$ cat src/rtl/dmem_pkg.sv
// rtl/dmem_pkg.sv - shared types and widths for the data memory responder
package dmem_pkg;

  localparam int DATA_W = 32;
  localparam int ADDR_W = 32;
  localparam int CNT_W  = 4;

  typedef enum logic [1:0] {
    IDLE,
    WAIT,
    RESP
  } stateT;

endpackage

$ cat src/rtl/dmem_array.sv
// rtl/dmem_array.sv - single-port word array, synchronous write, registered read, no reset
module dmem_array
  import dmem_pkg::*;
#(
  parameter int DEPTH_WORDS = 64,
  localparam int IDX_W = $clog2(DEPTH_WORDS)
) (
  input  logic              clk,
  input  logic              en,
  input  logic              we,
  input  logic [IDX_W-1:0]  idx,
  input  logic [DATA_W-1:0] wdata,
  output logic [DATA_W-1:0] rdata
);

  logic [DATA_W-1:0] mem [DEPTH_WORDS];

  // One access per enable: either commit the write or capture the read word.
  always_ff @(posedge clk) begin
    if (en) begin
      if (we) begin
        mem[idx] <= wdata;
      end else begin
        rdata <= mem[idx];
      end
    end
  end

endmodule

$ cat src/rtl/data_mem_responder.sv
// rtl/data_mem_responder.sv - request/response memory responder with fixed wait states; DMEM_ERR_CHECK_EN enables address error checking
module data_mem_responder
  import dmem_pkg::*;
#(
  parameter int DEPTH_WORDS = 64,
  parameter int WAIT_STATES = 2
) (
  input  logic              clk,
  input  logic              rst_n,
  input  logic              req_valid,
  output logic              req_ready,
  input  logic              req_we,
  input  logic [ADDR_W-1:0] req_addr,
  input  logic [DATA_W-1:0] req_wdata,
  output logic              rsp_valid,
  input  logic              rsp_ready,
  output logic [DATA_W-1:0] rsp_rdata,
  output logic              rsp_err
);

  localparam int IDX_W = $clog2(DEPTH_WORDS);

  stateT             state, stateNext;
  logic [CNT_W-1:0]  cnt, cntNext;
  logic              enterResp;
  logic              accept;
  logic              latWe;
  logic [ADDR_W-1:0] latAddr;
  logic [DATA_W-1:0] latWdata;
  logic              errQ;
  logic              curWe;
  logic              curErr;
  logic [ADDR_W-1:0] curAddr;
  logic [DATA_W-1:0] curWdata;
  logic [DATA_W-1:0] arrRdata;

  assign accept = req_valid && req_ready;

  // With zero wait states the commit edge is the acceptance edge itself, so the
  // live request must be used there; otherwise the latched copy is used.
  assign curWe    = (state == IDLE) ? req_we    : latWe;
  assign curAddr  = (state == IDLE) ? req_addr  : latAddr;
  assign curWdata = (state == IDLE) ? req_wdata : latWdata;

`ifdef DMEM_ERR_CHECK_EN
  localparam logic [ADDR_W-1:0] ADDR_LIMIT = ADDR_W'(DEPTH_WORDS * 4);
  assign curErr  = (curAddr[1:0] != 2'b00) || (curAddr >= ADDR_LIMIT);
  assign rsp_err = (state == RESP) && errQ;
`else
  logic unusedAddrBits;
  assign unusedAddrBits = ^{curAddr[ADDR_W-1:IDX_W+2], curAddr[1:0]};
  assign curErr  = 1'b0;
  assign rsp_err = 1'b0;
`endif

  // Read data is only meaningful for a clean read; everything else shows zero.
  assign rsp_rdata = ((state == RESP) && !latWe && !errQ) ? arrRdata : '0;

  // State and wait counter registers.
  always_ff @(posedge clk or negedge rst_n) begin
    if (!rst_n) begin
      state <= IDLE;
      cnt   <= '0;
    end else begin
      state <= stateNext;
      cnt   <= cntNext;
    end
  end

  // Next-state, counter and handshake outputs.
  always_comb begin
    stateNext = state;
    cntNext   = cnt;
    req_ready = 1'b0;
    rsp_valid = 1'b0;
    enterResp = 1'b0;
    case (state)
      IDLE: begin
        req_ready = 1'b1;
        if (req_valid) begin
          if (WAIT_STATES == 0) begin
            stateNext = RESP;
            enterResp = 1'b1;
          end else begin
            stateNext = WAIT;
            cntNext   = CNT_W'(WAIT_STATES - 1);
          end
        end
      end
      WAIT: begin
        if (cnt == '0) begin
          stateNext = RESP;
          enterResp = 1'b1;
        end else begin
          cntNext = cnt - CNT_W'(1);
        end
      end
      RESP: begin
        rsp_valid = 1'b1;
        if (rsp_ready) begin
          stateNext = IDLE;
        end
      end
      default: stateNext = IDLE;
    endcase
  end

  // Request capture on acceptance and error flag capture on the commit edge.
  always_ff @(posedge clk or negedge rst_n) begin
    if (!rst_n) begin
      latWe    <= 1'b0;
      latAddr  <= '0;
      latWdata <= '0;
      errQ     <= 1'b0;
    end else begin
      if (accept) begin
        latWe    <= req_we;
        latAddr  <= req_addr;
        latWdata <= req_wdata;
      end
      if (enterResp) begin
        errQ <= curErr;
      end
    end
  end

  // Errored requests never touch the array.
  dmem_array #(
    .DEPTH_WORDS(DEPTH_WORDS)
  ) uArray (
    .clk  (clk),
    .en   (enterResp && !curErr),
    .we   (curWe),
    .idx  (curAddr[IDX_W+1:2]),
    .wdata(curWdata),
    .rdata(arrRdata)
  );

endmodule

$ cat config.mk
export PLATFORM = sky130hd
export DESIGN_NAME = data_mem_responder
export DESIGN_NICKNAME = d
export VERILOG_FILES = /design/src/rtl/dmem_pkg.sv /design/src/rtl/dmem_array.sv /design/src/rtl/data_mem_responder.sv
export SDC_FILE = /design/constraint.sdc
export NUM_CORES = 2
export LEC_CHECK = 0
export CORE_MARGIN = 2
export CORE_UTILIZATION = 40
export CTS_BUF_LIST = sky130_fd_sc_hd__clkbuf_16
export DETAILED_ROUTE_END_ITERATION = 8
export GPL_TIMING_DRIVEN = 0
export PLACE_DENSITY = 0.51
export SYNTH_ARGS = -nofsm -noshare
export SYNTH_HDL_FRONTEND = slang
export SYNTH_SLANG_ARGS = --single-unit
$ cat constraint.sdc
create_clock -name clk -period 7 [get_ports clk]
set_clock_uncertainty 0.2 [all_clocks]
set_input_delay 1.4 -clock clk [delete_from_list [all_inputs] [get_ports clk]]
set_output_delay 1.4 -clock clk [all_outputs]
set_load 0.02 [all_outputs]
==> flow_summary.ini <==
[global_route]
antenna_found_initial = 23
grt_pass1_vias = 46700
grtUsageTotal = 0.324
grt_max_degree = 65
globalRouteOverflowTotal = 0
grt_pass1_wl_mm = 430

[final_layout]
drive_above_1_share = 0.166
layout.nets = 4982
fin_area_mm2 = 0.0935
area_growth_pct = 18.6
layout_common_cells = 2,080 x edfxtp_1, 452 x nand2_1, 256 x a22oi_1
final_common_cell = edfxtp_1
layoutNonFillerInstCount = 7728

[die]
die_y_um = 448
initial_core_util = 0.404
dieArea_mm2 = 0.201
core-area_mm2 = 0.195
rows = 162
die_w_um = 448
io_pins = 104

[critical_path]
worstPathRequired_ns = 7.36
cp.arrival_ns = 7.39
r2r_start = latAddr[3]
worstSetupStartpointType = input port
reg2regPathDepth = 10
worstSetupEndpoint = uArray.rdata[13]
endpoint_kind = flop
rrSetupSlack_ns = 0.74
setup.worst_path.class = input port to flop
crit_fanout = 10
startpoint = req_addr[4]
timing.rr.end = uArray.rdata[13]

[route]
via_per_inst = 6.51
drt_iter0_markers = 9852
antenna_left = 0
wirelength_mm = 329
dr.pass1.iters = 9
vias = 50300
drc = 0
wl_per_cell_um = 42.5

[placement]
io_buffer_count = 76
place_area_mm2 = 0.0867
dpl.hpwl_mm = 220
gp_congestion = 0.918
placedCellCount = 7318

[sta]
tightest_slew_ns = 1.61
rsz0062_at_grt = false
final.period_utilization = 1.00
finalHoldViolCount = 0
whs_ns = 0.237
finalSetupViolCount = 2
fmax_ghz = 0.142
fin_crit_ns = 7.03
worst_slack_ns = -0.0332
slew-limit-headroom = -0.0753
slew_violations = 24

[power_and_ir_drop]
leakage_uw = 0.0297
ir_drop_uv = 269
power.total_uw = 42300
p_per_area_mw_per_mm2 = 452

[clock_tree]
postCtsHoldBufs = 0
clk_latency_ns = 0.87
clkSinkCount = 2125
root_buffer = clkbuf_16
clockBufferDepth = 3
clk_pin_slew_ns = 0.07
post_cts_resized = 0
cts_setup_buffers = 0
cts_buffers = 215
cts_tree = done
h-tree-depth = 4

[yosys]
ys_async_sr_fraction = 0.0212
yosysSeqAreaShare = 0.806
syn_nets = 4540
synthDistinctLibCells = 70
synth-edff-count = 2080
syn_area_per_cell_um2 = 17.6
syn-cell-area_mm2 = 0.0789
synthTopCellsByArea = edfxtp_1 79%, a222oi_1 2.7%, a22oi_1 2.4%
synth_warnings = 0
synth_top_area_share = 0.792
netlist_instances = 4470
synth.ff_latch_count = 2125
ys.flop_type = edfxtp_1
yosysTopAreaCell = edfxtp_1

[outcome]
outcome = complete, but fails checks
failed_checks = max-capacitance violations, max-slew violations, negative setup slack

[min_path]
worst_hold_path_type = input port to asynchronous set/reset pin

[job]
maxCapViolations = 5
## sequential cells by signal, summed over array words and instances (netlist names)
name / flops
uArray.mem: 2048
state: 2
uArray.rdata: 32
latAddr: 6
cnt: 4
latWdata: 32
latWe: 1
## kinds of logic (layout without fill, tap and decap cells)
group,Yosys count,in the layout,share of synthesized area
flops,2125,2125,0.806
compound gates,1084,1084,0.106
simple gates,749,749,0.0412
buf+inv,288,906,0.0162
mux,221,221,0.0302
fa+ha+maj,1,1,0.000159
other cells,1,17,0.0000475
xor+xnor,1,1,0.000111
## power breakdown
group / switching (µW) / internal, µW / total, µW
combinational: 11200 / 3240 / 14500
clock: 5020 / 6200 / 11200
sequential: 116 / 16500 / 16600
total: 16300 / 25900 / 42300
## layout make-up
cell class / instances / area (µm²)
well taps: 2624 / 3280
plain buffers: 283 / 1280
multi-input cells: 2057 / 14700
inverters: 5 / 18.8
clock inverters: 176 / 1330
flip-flops and latches: 2125 / 63600
fillers: 16500 / 102000
diodes: 16 / 40.0
repair buffers: 225 / 3870
clock buffers: 217 / 5430
## critical path, cell delays in order
cell,delay [ns]
clkdlybuf4s50_1,0.59
or3_1,0.43
buf_2,0.18
o22ai_2,0.70
buf_2,0.53
buf_2,0.45
buf_2,0.59
buf_1,1.01
a22oi_1,0.26
a31oi_1,0.42
a32oi_1,0.19
nand4b_1,0.56
## cell usage after synthesis, types with 37 or more instances
| master | n |
|---|---|
| a21oi_1 | 117 |
| a221oi_1 | 119 |
| a222oi_1 | 213 |
| a22oi_1 | 256 |
| a31oi_1 | 94 |
| and2_1 | 37 |
| buf_1 | 37 |
| buf_2 | 120 |
| clkbuf_1 | 114 |
| dfrtp_1 | 45 |
| edfxtp_1 | 2080 |
| mux2_2 | 132 |
| mux2i_1 | 87 |
| nand2_1 | 484 |
| nand3_1 | 39 |
| nor2_1 | 92 |
| o211ai_1 | 74 |
| o21ai_0 | 83 |
## worst min path at each step
stage / endpoint / slack (ns) / depth (start not counted)
5_1_grt: latWdata[19] / 0.24 / 1
2_1_floorplan: latWdata[0] / 0.25 / 2
3_5_place_dp: latWdata[23] / 0.26 / 2
6_report: latWdata[23] / 0.24 / 1
3_3_place_gp: latWdata[25] / 0.26 / 2
4_1_cts: latWdata[19] / 0.21 / 1
## per-stage QoR
stage	setup TNS, ns	util	setup WS (ns)
after floorplan	0	-	1.91
after global placement	-6722.10	0.424	-5.26
after detailed placement	-13.31	0.444	-0.706
after CTS	0	0.478	0.184
after global routing	0	0.479	0.134
final	-0.0504	0.479	-0.0332
## metal layers
metal / track usage / wire length (µm) / part of all wire
met1: 0.418 / 120000 / 0.36
met3: 0.0851 / 38500 / 0.12
met4: 0.196 / 23700 / 0.072
met5: 0 / 47 / 0.00014
met2: 0.492 / 147000 / 0.45
No activity file was read; power rests on OpenSTA's default activity.
